## src/rtl/multdiv_pkg.sv

```systemverilog
// multdiv_pkg: shared widths, iteration counts, FSM states and helpers for multdiv_iter (MULTDIV_BOOTH_EN shortens multiply)
package multdiv_pkg;
    localparam int XLEN = 32;
`ifdef MULTDIV_BOOTH_EN
    localparam int MULT_ITERS = 16;
`else
    localparam int MULT_ITERS = 32;
`endif
    localparam int DIV_ITERS = 32;
    localparam int CNT_W = 6;
    localparam logic [XLEN-1:0] INT_MIN = 32'h8000_0000;
    typedef enum logic [1:0] {IDLE, MULT, DIV, DONE} state_t;
    function automatic logic [XLEN-1:0] mag(input logic [XLEN-1:0] v);
        return v[XLEN-1] ? -v : v;
    endfunction
endpackage

```

## src/rtl/multdiv_iter_if.sv

```systemverilog
// multdiv_iter_if: operand/strobe request and result/status bundle of the multiply/divide unit
interface multdiv_iter_if;
    import multdiv_pkg::*;
    logic [XLEN-1:0] data_operandA;
    logic [XLEN-1:0] data_operandB;
    logic            ctrl_MULT;
    logic            ctrl_DIV;
    logic [XLEN-1:0] data_result;
    logic            data_exception;
    logic            data_resultRDY;
    logic            busy;
    modport master (output data_operandA, data_operandB, ctrl_MULT, ctrl_DIV,
                    input  data_result, data_exception, data_resultRDY, busy);
    modport slave  (input  data_operandA, data_operandB, ctrl_MULT, ctrl_DIV,
                    output data_result, data_exception, data_resultRDY, busy);
endinterface

```

## src/rtl/multdiv_iter_div_step.sv

```systemverilog
// div_step: one restoring-division step; trial subtract decides the quotient bit and next partial remainder
module div_step
    import multdiv_pkg::*;
(
    input  logic [XLEN-1:0] rem,
    input  logic            in_bit,
    input  logic [XLEN-1:0] divisor,
    output logic [XLEN-1:0] rem_nx,
    output logic            q_bit
);
    logic [XLEN:0] trial;
    // remainder stays below the divisor, so the shifted value always fits the 33-bit subtract
    assign trial  = {rem, in_bit} - {1'b0, divisor};
    assign q_bit  = ~trial[XLEN];
    assign rem_nx = q_bit ? trial[XLEN-1:0] : {rem[XLEN-2:0], in_bit};
endmodule

```

## src/rtl/multdiv_iter.sv

```systemverilog
// multdiv_iter: iterative signed 32-bit multiply/divide; MULTDIV_BOOTH_EN selects a radix-4 Booth multiply
module multdiv_iter
    import multdiv_pkg::*;
(
    input  logic          clock,
    input  logic          reset_n,
    multdiv_iter_if.slave bus
);
    state_t          state, state_nx;
    logic [CNT_W-1:0] cnt;
    logic [63:0]     prod, prod_s, mult_nx, prod_init;
    logic [XLEN-1:0] opnd, a_mag, b_mag, rem_nx, quo, res, result_q;
    logic            neg, div_zero, div_ovf, start, fin, q_bit, mult_ovf, ex, exc_q;
`ifdef MULTDIV_BOOTH_EN
    logic [63:0]     mc, pp;
    logic [XLEN:0]   bq;
`endif
    assign start = bus.ctrl_MULT | bus.ctrl_DIV;
    assign a_mag = mag(bus.data_operandA);
    assign b_mag = mag(bus.data_operandB);
    assign fin   = (state == MULT && cnt == CNT_W'(MULT_ITERS)) ||
                   (state == DIV && (div_zero || cnt == CNT_W'(DIV_ITERS)));
    div_step u_div_step (.rem(prod[63:32]), .in_bit(prod[31]), .divisor(opnd), .rem_nx(rem_nx), .q_bit(q_bit));
`ifdef MULTDIV_BOOTH_EN
    assign pp = (bq[2:0] == 3'b001 || bq[2:0] == 3'b010) ? mc :
                (bq[2:0] == 3'b011) ? mc << 1 :
                (bq[2:0] == 3'b100) ? -(mc << 1) :
                (bq[2:0] == 3'b101 || bq[2:0] == 3'b110) ? -mc : '0;
    assign mult_nx   = prod + pp;
    assign prod_init = bus.ctrl_MULT ? '0 : {32'b0, a_mag};
    assign prod_s    = prod;
`else
    logic [XLEN:0] sum;
    assign sum       = {1'b0, prod[63:32]} + (prod[0] ? {1'b0, opnd} : '0);
    assign mult_nx   = {sum, prod[31:1]};
    assign prod_init = {32'b0, bus.ctrl_MULT ? b_mag : a_mag};
    assign prod_s    = neg ? -prod : prod;
`endif
    assign quo      = neg ? -prod[31:0] : prod[31:0];
    assign mult_ovf = !(&prod_s[63:31] || ~|prod_s[63:31]);
    assign res      = state == MULT ? prod_s[31:0] : div_zero ? '0 : quo;
    assign ex       = state == MULT ? mult_ovf : div_zero | div_ovf;
    assign bus.data_result    = result_q;
    assign bus.data_exception = exc_q;
    // state register
    always_ff @(posedge clock or negedge reset_n)
        if (!reset_n) state <= IDLE;
        else state <= state_nx;
    // a strobe always (re)starts, multiply winning; otherwise iterate to DONE for one cycle then IDLE
    always_comb begin
        state_nx = state;
        bus.data_resultRDY = state == DONE;
        bus.busy = state != IDLE;
        if (start) state_nx = bus.ctrl_MULT ? MULT : DIV;
        else if (fin) state_nx = DONE;
        else if (state == DONE) state_nx = IDLE;
    end
    // datapath: latch operands on a strobe, one iteration per cycle, capture the signed result at the end
    always_ff @(posedge clock or negedge reset_n)
        if (!reset_n) begin
            cnt      <= '0;
            prod     <= '0;
            opnd     <= '0;
            neg      <= 1'b0;
            div_zero <= 1'b0;
            div_ovf  <= 1'b0;
            result_q <= '0;
            exc_q    <= 1'b0;
`ifdef MULTDIV_BOOTH_EN
            mc       <= '0;
            bq       <= '0;
`endif
        end else if (start) begin
            cnt      <= '0;
            prod     <= prod_init;
            opnd     <= bus.ctrl_MULT ? a_mag : b_mag;
            neg      <= bus.data_operandA[XLEN-1] ^ bus.data_operandB[XLEN-1];
            div_zero <= !bus.ctrl_MULT && bus.data_operandB == '0;
            div_ovf  <= !bus.ctrl_MULT && bus.data_operandA == INT_MIN && bus.data_operandB == '1;
`ifdef MULTDIV_BOOTH_EN
            mc       <= {{32{bus.data_operandA[XLEN-1]}}, bus.data_operandA};
            bq       <= {bus.data_operandB, 1'b0};
`endif
        end else if (fin) begin
            result_q <= res;
            exc_q    <= ex;
        end else if (state == MULT) begin
            cnt      <= cnt + 1'b1;
            prod     <= mult_nx;
`ifdef MULTDIV_BOOTH_EN
            mc       <= mc << 2;
            bq       <= {{2{bq[XLEN]}}, bq[XLEN:2]};
`endif
        end else if (state == DIV) begin
            cnt      <= cnt + 1'b1;
            prod     <= {rem_nx, prod[30:0], q_bit};
        end
endmodule

```

## src/flat_wrapper.sv

```systemverilog
// flat-port wrapper written by rule: the top's interface ports become plain ports
module multdiv_iter_flat import multdiv_pkg::*;
  (clock, reset_n, bus_data_operandA, bus_data_operandB, bus_ctrl_MULT, bus_ctrl_DIV, bus_data_result, bus_data_exception, bus_data_resultRDY, bus_busy);
  multdiv_iter_if bus_i ();
  input  logic clock;
  input  logic reset_n;
  input wire logic [$bits(bus_i.data_operandA)-1:0] bus_data_operandA;
  input wire logic [$bits(bus_i.data_operandB)-1:0] bus_data_operandB;
  input wire logic [$bits(bus_i.ctrl_MULT)-1:0] bus_ctrl_MULT;
  input wire logic [$bits(bus_i.ctrl_DIV)-1:0] bus_ctrl_DIV;
  output wire logic [$bits(bus_i.data_result)-1:0] bus_data_result;
  output wire logic [$bits(bus_i.data_exception)-1:0] bus_data_exception;
  output wire logic [$bits(bus_i.data_resultRDY)-1:0] bus_data_resultRDY;
  output wire logic [$bits(bus_i.busy)-1:0] bus_busy;
  assign bus_i.data_operandA = bus_data_operandA;
  assign bus_i.data_operandB = bus_data_operandB;
  assign bus_i.ctrl_MULT = bus_ctrl_MULT;
  assign bus_i.ctrl_DIV = bus_ctrl_DIV;
  assign bus_data_result = bus_i.data_result;
  assign bus_data_exception = bus_i.data_exception;
  assign bus_data_resultRDY = bus_i.data_resultRDY;
  assign bus_busy = bus_i.busy;
  multdiv_iter u_core (.clock(clock), .reset_n(reset_n), .bus(bus_i));
endmodule
```

## config.mk

```make
export PLATFORM = sky130hd
export DESIGN_NAME = multdiv_iter_flat
export DESIGN_NICKNAME = d
export VERILOG_FILES = /design/src/rtl/multdiv_pkg.sv /design/src/rtl/multdiv_iter_if.sv /design/src/rtl/multdiv_iter_div_step.sv /design/src/rtl/multdiv_iter.sv /design/src/flat_wrapper.sv
export SDC_FILE = /design/constraint.sdc
export NUM_CORES = 1
export LEC_CHECK = 0
export CELL_PAD_IN_SITES_DETAIL_PLACEMENT = 1
export CELL_PAD_IN_SITES_GLOBAL_PLACEMENT = 1
export CORE_MARGIN = 5
export CORE_UTILIZATION = 50
export CTS_BUF_LIST = sky130_fd_sc_hd__clkbuf_4 sky130_fd_sc_hd__clkbuf_8
export DETAILED_ROUTE_END_ITERATION = 10
export PLACE_DENSITY = 0.87
export REMOVE_ABC_BUFFERS = 1
export SYNTH_ARGS = -nofsm -noshare
export SYNTH_HDL_FRONTEND = slang
export SYNTH_SLANG_ARGS = --single-unit
export TNS_END_PERCENT = 30
```

## constraint.sdc

```tcl
create_clock -name clock -period 8.9 [get_ports clock]
set_input_delay 0.89 -clock clock [delete_from_list [all_inputs] [get_ports clock]]
set_output_delay 0.89 -clock clock [all_outputs]
set_load 0.01 [all_outputs]
```

==> flow_summary.toml, run 1 <==
[synth]
synth_edf_count = 0
netlist_area_sq_um = 14100
synth-main-ff-cell = "dfrtp_1"
syn_area_per_cell_sq_um = 7.66
yosysWarnings = 0
synth.distinct_cells = 79
ys_seq_area_share_pct = 24.9
async_reset_ff_share_pct = 100
synth_seq_cells = 140
synth_cells = 1834

[grt]
grt_pass1_vias = 15570
antenna_found_initial = 0
overflow = 0
grt_pass1_wl_um = 86600
grt_max_degree = 91
globalRouteTotalUtil_pct = 34.7

[routing]
drc = 0
wl_per_cell_um = 24.5
antenna_left = 0
wl_um = 54900
dr.pass1.iters = 5
vias = 15128
drtIter0Drc = 1256
routed_via_density = 6.74

[cts]
cts_resized = 0
hold_buffers = 0
htreeDepth = 4
clockRootBuffer = "clkbuf_8"
insertion_delay_ns = 0.49
cts_sinks = 140
cts_buffer_depth = 2
cts_tree = "built"
cts_made_buffers = 17
clk_pin_slew_ns = 0.12
postCtsSetupBuffers = 0

[critical_path]
cp.required_ns = 9.27
cp_common_cell = "o31ai_1"
cp_slowest_stage_delay_ns = 0.77
cp_max_fo = 30
critical-path-slowest-cell = "nor4b_1"
r2r_start = "u_core.prod[0]"
rr_endpoint = "u_core.prod[61]"
arrival_ns = 4.84
r2r_cells = 12
crit_chain = "clkinv_1, buf_4, nor2_1, ha_1, nor2b_1, o31a_1, o31ai_1, a211o_1, a21oi_1, nor4b_1, o31ai_1, o41ai_1"
worst_setup_path_end_kind = "flop"
crit_type = "reg2reg"
r2r_slack_ns = 4.43
startpoint_type = "flop"

[pwr]
powerDensity_nw_per_um2 = 141
ir_worst_vdd_v = 0.0000800
power_leakage_nw = 6.48

[min_path]
min_path_type = "in2async"

[timing]
clock_skew_ns = 0.0342
period_share_pct = 50.2
setup_slack_ns = 4.43
worstMarginPinSlew_ns = 1.30
rsz0062_at_grt = "no"
drv_slew = 0
setup_viol = 0
hold_viol = 0
finalSetupTns_ns = 0
post-route-min-period_ns = 4.47
slew-limit-headroom_pct = 13.1
timing.fmax_mhz = 224

[placement]
post-dp-hpwl_um = 39800
place_congestion = 0.959
pre_cts_ws_ns = 4.51
numPortBuffers = 102

[floorplan]
num_rows = 61
io_pins = 103
die-width_um = 178
die_h_um = 178
die_area_sq_um = 31600
core_sq_um = 27800
initial_utilization_pct = 50.6

[status]
status = "completed"

[cells_and_area]
synthToLayoutAreaGrowth_pct = 11.1
layout_commonest_cell = "nand2_1"
layout.nets = 1996
finish.utilization_pct = 56.2
diodes = 0
drive_gt1_share_pct = 5.09
fillCellCount = 3540
final_cell_mix = "nand2_1, o21ai_0, nor2_1"
multi_input_area_sq_um = 9840
regArea_sq_um = 3500

[flow_run]
maxCapViolations = 0
-- report_power, final --
| group | switching (mW) | total [mW] | internal [mW] |
|---|---|---|---|
| registers | 0.0992 | 0.785 | 0.686 |
| clock network | 0.322 | 0.529 | 0.207 |
| logic | 0.562 | 0.891 | 0.329 |
| total | 0.983 | 2.21 | 1.22 |
-- how the worst max path moves through the flow --
stage | from | to | slack [ns] | cells past startpoint
6_report | u_core.prod[0] | u_core.prod[61] | 4.43 | 12
5_1_grt | u_core.prod[0] | u_core.prod[61] | 4.15 | 12
4_1_cts | u_core.prod[0] | u_core.prod[61] | 4.51 | 12
3_5_place_dp | u_core.prod[0] | u_core.prod[61] | 4.51 | 12
3_3_place_gp | u_core.prod[0] | u_core.prod[61] | 4.75 | 12
2_1_floorplan | u_core.state[1] | u_core.prod[63] | 2.92 | 9
-- worst max-delay path, delay by kind of cell (launching register included) --
kind | cells | cell delay (ns)
AO/OA/AOI/OAI | 6 | 2.04
AND/OR/NAND/NOR | 3 | 1.04
buffers and inverters | 2 | 0.51
flip-flops | 1 | 0.47
adder cells (fa/ha/maj) | 1 | 0.33
-- synthesized netlist by cell type (31+ instances only) --
| master | count | share of area [%] |
|---|---|---|
| nor2_1 | 142 | 3.8 |
| nor2b_1 | 32 | 1.4 |
| mux2i_1 | 31 | 2.2 |
| nor3_1 | 45 | 1.6 |
| nand2_1 | 202 | 5.4 |
| a21oi_1 | 117 | 4.2 |
| xnor2_1 | 65 | 4.1 |
| dfrtp_1 | 140 | 25 |
| o21ai_0 | 178 | 6.3 |
| nand3_1 | 32 | 1.1 |
| clkbuf_1 | 106 | 2.8 |
| xor2_1 | 95 | 5.9 |
| ha_1 | 74 | 6.6 |
| inv_1 | 68 | 1.8 |
| a211oi_1 | 65 | 3.5 |
| o31ai_1 | 40 | 2.1 |
-- per-stage QoR --
stage / area, sq um / hold slack, ns / power, mW / instances
6_report: 15600 / 0.429 / 2.21 / 2243
5_1_grt: 15600 / 0.482 / 2.31 / 2243
4_1_cts: 15600 / 0.463 / 2.18 / 2243
3_5_place_dp: 15200 / 0.471 / 1.65 / 2211
3_3_place_gp: 15200 / 0.461 / 1.62 / 2211
2_1_floorplan: 13600 / 0.443 / 1.33 / 1711
-- metal layers --
layer / GRT usage [%] / part of all wire, %
met1: 46.1 / 42
met2: 56.5 / 46
met3: 6.48 / 7.9
met4: 12.2 / 3.7
met5: 0 / 0
-- area by class of cell --
class	count	area share, %
tap	378	3.03
timing repair buffer	122	7.45
inverter	70	1.68
sequential	140	22.5
clock inverter	14	0.802
multi-input combinational	1501	63.0
clock buffer	18	1.55
-- registers in the layout, indices dropped and copies added, names as in the netlist --
| signal | cells |
|---|---|
| u_core.opnd | 32 |
| u_core.div_zero | 1 |
| u_core.cnt | 6 |
| u_core.div_ovf | 1 |
| u_core.bus.data_result | 32 |
| u_core.state | 2 |
| u_core.prod | 64 |
| u_core.bus.data_exception | 1 |
| u_core.neg | 1 |
-- logic make-up after synthesis --
family	synth area share, %
AOI/OAI and AO/OA	28.9
and+or+nand+nor	21.2
buffers and inverters	5.22
xor gates and xnor gates	9.97
DFF	24.9
adders and majority gates	6.87
muxes	2.93
Note: power is estimated with default switching activity, not from simulation.
==> run 2, diff against run 1 <==
Settings changed: CORE_UTILIZATION 50 to 46, PLACE_DENSITY 0.87 to 0.81.
Clock period 8.9 ns to 4.37 ns, I/O delays scaled along.
==> flow_summary.toml, run 2 (synthesis gave the netlist of run 1 again) <==
[status]
status = "completed"

[floorplan]
initial_utilization_pct = 46.3
die_area_sq_um = 34100
io_pins = 103
core_sq_um = 30300
num_rows = 64
die_h_um = 185
die-width_um = 185

[critical_path]
worst_setup_path_end_kind = "flop"
startpoint_type = "flop"
cp_common_cell = "a211oi_1"
critical-path-slowest-cell = "a211oi_1"
crit_chain = "inv_1, ha_1, fa_1, nor2b_1, o31a_1, o21ai_0, a211oi_1, o211ai_1, nand3_1, buf_4, nor2_1, and4_1, a211oi_1"
r2r_slack_ns = 0.41
cp.required_ns = 4.78
cp_slowest_stage_delay_ns = 0.61
arrival_ns = 4.37
cp_max_fo = 26
crit_type = "reg2reg"

[placement]
post-dp-hpwl_um = 41300
numPortBuffers = 102
dpl_cell_area_sq_um = 15500
place_congestion = 0.946
pre_cts_ws_ns = 0.465

[timing]
setup_slack_ns = 0.405
rsz0062_at_grt = "no"
hold_ws_ns = 0.489
finalSetupTns_ns = 0
period_share_pct = 90.7
worstMarginPinSlew_ns = 1.25
post-route-min-period_ns = 3.96
hold_viol = 0
timing.fmax_mhz = 252
setup_viol = 0
slew-limit-headroom_pct = 16.4
clock_skew_ns = 0.0279
drv_slew = 0

[cts]
cts_sinks = 140
clk_pin_slew_ns = 0.10
clockRootBuffer = "clkbuf_8"
cts_made_buffers = 17
cts_tree = "built"
htreeDepth = 4
insertion_delay_ns = 0.51
postCtsSetupBuffers = 0
cts_buffer_depth = 2

[grt]
antenna_found_initial = 0
grt_pass1_wl_um = 87200
globalRouteTotalUtil_pct = 32.3
grt_max_degree = 90
grt_pass1_vias = 15297
overflow = 0

[routing]
drtIter0Drc = 1111
vias = 14878
wl_um = 55400
routed_via_density = 6.51
dr.pass1.iters = 8
drc = 0
wl_per_cell_um = 24.2
antenna_left = 0

[pwr]
power_leakage_nw = 6.62
powerDensity_nw_per_um2 = 288
report.power.total_mw = 4.57
ir_worst_vdd_v = 0.000231

[cells_and_area]
synthToLayoutAreaGrowth_pct = 12.9
regMostFlops = "u_core.prod"
fillCellCount = 3741
diodes = 0
layout_commonest_cell = "nand2_1"
regArea_sq_um = 3500
layout.nets = 2021
largest_reg_flops = 64
final_cell_mix = "nand2_1, o21ai_0, nor2_1"
drive_gt1_share_pct = 6.30
final_area_sq_um = 15900
multi_input_area_sq_um = 9840

[min_path]
min_path_type = "reg2reg"

[flow_run]
maxCapViolations = 0
==> run 2: changes by cell type in the layout (fill, tap and decap cells not counted), sizes merged <==
cell / change
buf: +24
bufinv: +1
dlygate4sd3: +1
inv: -1
==> run 2: path summary, 6_finish.rpt <==
path	start	to	depth (start not counted)
min in group asynchronous	reset_n	u_core.bus.data_result[14]	2
max	u_core.prod[31]	u_core.prod[63]	13
min reg2reg	u_core.bus.data_result[29]	u_core.bus.data_result[29]	2
min	u_core.bus.data_result[29]	u_core.bus.data_result[29]	2
max in group asynchronous	reset_n	u_core.prod[4]	3
max reg2reg	u_core.prod[31]	u_core.prod[63]	13
==> run 2: per-layer routing <==
layer	GRT usage, %	part of all wire [%]	up-vias
met1	43.7	44	7421
met3	4.77	5.6	126
met5	0	0	-
met4	12.2	3.7	0
met2	52.6	46	523
li1	-	-	6808
==> run 2: area by class of cell <==
cell class                 count  share of cell area, %
tap                          396                   3.12
inverter                      70                   1.66
sequential                   140                   22.1
timing repair buffer         147                   8.60
clock inverter                14                  0.939
clock buffer                  18                   1.56
multi-input combinational   1501                   62.0
==> run 2: repair_timing <==
item / 4_1_cts / 5_1_grt
gates resized for setup: 0 / 0
hold endpoints to repair: 1 / 0
hold buffers: 1 / 0
==> run 2: stage by stage <==
stage,instances,util [%]
6_report,2286,52.3
2_1_floorplan,1711,-
5_1_grt,2286,52.3
3_3_place_gp,2253,50.9
4_1_cts,2286,52.3
3_5_place_dp,2253,50.9
==> run 2: power breakdown <==
group	switching [mW]	total, mW	internal [mW]
sequential	0.183	1.58	1.40
combinational	1.16	1.85	0.689
clock	0.661	1.15	0.487
total	2.00	4.57	2.57
==> run 2: worst max-delay path, delay by kind of cell (launching register included) <==
kind | cells | cell delay, ns
flip-flops | 1 | 0.42
buffers and inverters | 2 | 0.50
adder cells (fa/ha/maj) | 2 | 0.67
AO/OA/AOI/OAI | 5 | 1.49
AND/OR/NAND/NOR | 4 | 0.77
==> run 3, diff against run 2 <==
Settings changed: SYNTH_HIERARCHICAL set to 1.
Clock period 4.37 ns to 4.2 ns, I/O delays scaled along.
==> flow_summary.toml, run 3 <==
[cts]
cts_buffer_depth = 2
clk_pin_slew_ns = 0.10
cts_tree = "built"
insertion_delay_ns = 0.48
clockRootBuffer = "clkbuf_8"
htreeDepth = 4
cts_made_buffers = 17
cts_sinks = 140

[synth]
synth.distinct_cells = 90
yosysTopAreaCell = "dfrtp_1"
synth_seq_cells = 140
syn_area_per_cell_sq_um = 7.68
synth-main-ff-cell = "dfrtp_1"
synth_cells = 1794
netlist_area_sq_um = 13800
synth_most_common_cell = "nand2_1"
synth_top_area_share_pct = 25.4
ys_seq_area_share_pct = 25.4
yosys-top-cells-count = "nand2_1, o21ai_0, dfrtp_1"
async_reset_ff_share_pct = 100
synth_edf_count = 0
yosysWarnings = 6
synth.area.top_cells = "dfrtp_1, xor2_1, nand2_1, o21ai_0, ha_1"

[cells_and_area]
final_cell_mix = "nand2_1, o21ai_0, dfrtp_1"
regArea_sq_um = 3500
finish.utilization_pct = 53.3
largest_reg_flops = 64
drive_gt1_share_pct = 9.64
fillCellCount = 3724
multi_input_area_sq_um = 9620
synthToLayoutAreaGrowth_pct = 14.7
diodes = 0
regMostFlops = "u_core/prod"
final_cells = 2288
layout.nets = 2026
layout_commonest_cell = "nand2_1"

[routing]
vias = 14525
wl_um = 53300
drc = 0
dr.pass1.iters = 5
antenna_left = 0
drtIter0Drc = 1157
routed_via_density = 6.35
wl_per_cell_um = 23.3

[critical_path]
worst_setup_path_end_kind = "flop"
arrival_ns = 4.41
cp_max_fo = 7
startpoint_type = "flop"
cp.required_ns = 4.54
crit_type = "reg2reg"
r2r_slack_ns = 0.12

[timing]
post-route-min-period_ns = 4.08
setup_viol = 0
worstMarginPinSlew_ns = 1.21
clock_skew_ns = 0.0252
slew-limit-headroom_pct = 19.4
drv_slew = 0
hold_viol = 0
rsz0062_at_grt = "yes"
period_share_pct = 97.0
setup_slack_ns = 0.124
timing.fmax_mhz = 245

[floorplan]
die_h_um = 183
num_rows = 63
die_area_sq_um = 33500
io_pins = 103
die-width_um = 183
core_sq_um = 29600
initial_utilization_pct = 46.5

[placement]
numPortBuffers = 102
post-dp-hpwl_um = 39800
place_congestion = 0.925
pre_cts_ws_ns = 0.0870
placed_cells = 2254

[pwr]
power_leakage_nw = 6.85
ir_worst_vdd_v = 0.000187
powerDensity_nw_per_um2 = 302
report.power.total_mw = 4.77

[grt]
overflow = 0
grt_max_degree = 76
globalRouteTotalUtil_pct = 31.2
grt_pass1_vias = 15143
antenna_found_initial = 0
grt_pass1_wl_um = 83400

[status]
status = "completed"

[min_path]
min_path_type = "in2reg"

[flow_run]
maxCapViolations = 0
## run 3: cell families after synthesis
family / share of synthesized area [%]
AOI/OAI and AO/OA: 24.9
xor gates and xnor gates: 10.8
adders and majority gates: 6.65
buffers and inverters: 5.03
DFF: 25.4
muxes: 3.53
and+or+nand+nor: 23.7
## run 3: final timing paths
path / end / from / depth (start not counted)
worst min-delay path: u_core/state[0] / bus_ctrl_DIV / 2
worst max register to register: u_core/bus.data_exception / u_core/prod[21] / 11
worst max-delay path: u_core/bus.data_exception / u_core/prod[21] / 11
max in group asynchronous: u_core/opnd[26] / reset_n / 3
worst min register to register: u_core/bus.data_result[29] / u_core/bus.data_result[29] / 2
min in group asynchronous: u_core/cnt[1] / reset_n / 2
## run 3: area by class of cell
class | count | share of cell area (%)
multi-input combinational | 1495 | 60.9
sequential | 140 | 22.2
timing repair buffer | 181 | 10.2
tap | 390 | 3.09
clock buffer | 18 | 1.53
inverter | 51 | 1.26
clock inverter | 13 | 0.902
## run 3: timing repair
| item | 4_1_cts | 5_1_grt |
|---|---|---|
| hold endpoints to repair | 20 | 0 |
| setup endpoints to repair | 0 | 3 |
| setup buffers | 0 | 2 |
| hold buffers | 1 | 0 |
| resized for setup | 0 | 2 |
## run 3: layer usage
metal,share of wire [%],vias to the layer above,global-route usage (%)
li1,-,6638,-
met3,5.2,141,4.46
met1,43,7252,40.6
met2,46,494,50.6
met4,5.7,0,16.4
met5,0,-,0
## run 3: report_power, final
group | total, mW | switching [mW] | internal (mW)
Sequential | 1.66 | 0.197 | 1.46
Clock | 1.14 | 0.606 | 0.534
Combinational | 1.97 | 1.17 | 0.802
## run 3: metrics by stage
step	cell area [sq um]	hold slack [ns]	TNS, ns
3_3_place_gp	15400	0.464	0
3_5_place_dp	15400	0.474	0
5_1_grt	15800	0.409	-0.0000746
6_report	15800	0.382	0
4_1_cts	15800	0.368	0
2_1_floorplan	13300	0.124	-77.83
## run 3: critical path, cell delays in order, from the launching register on
cell and delay (ns):
dfrtp_1 0.47, or4_1 0.65, nor4b_2 0.37, buf_4 0.20, nand3_4 0.14, or4_4 0.56, o41ai_1 0.32, xor2_1 0.28
nand4_1 0.12, or4_1 0.41, nor4_1 0.29, o41ai_1 0.11
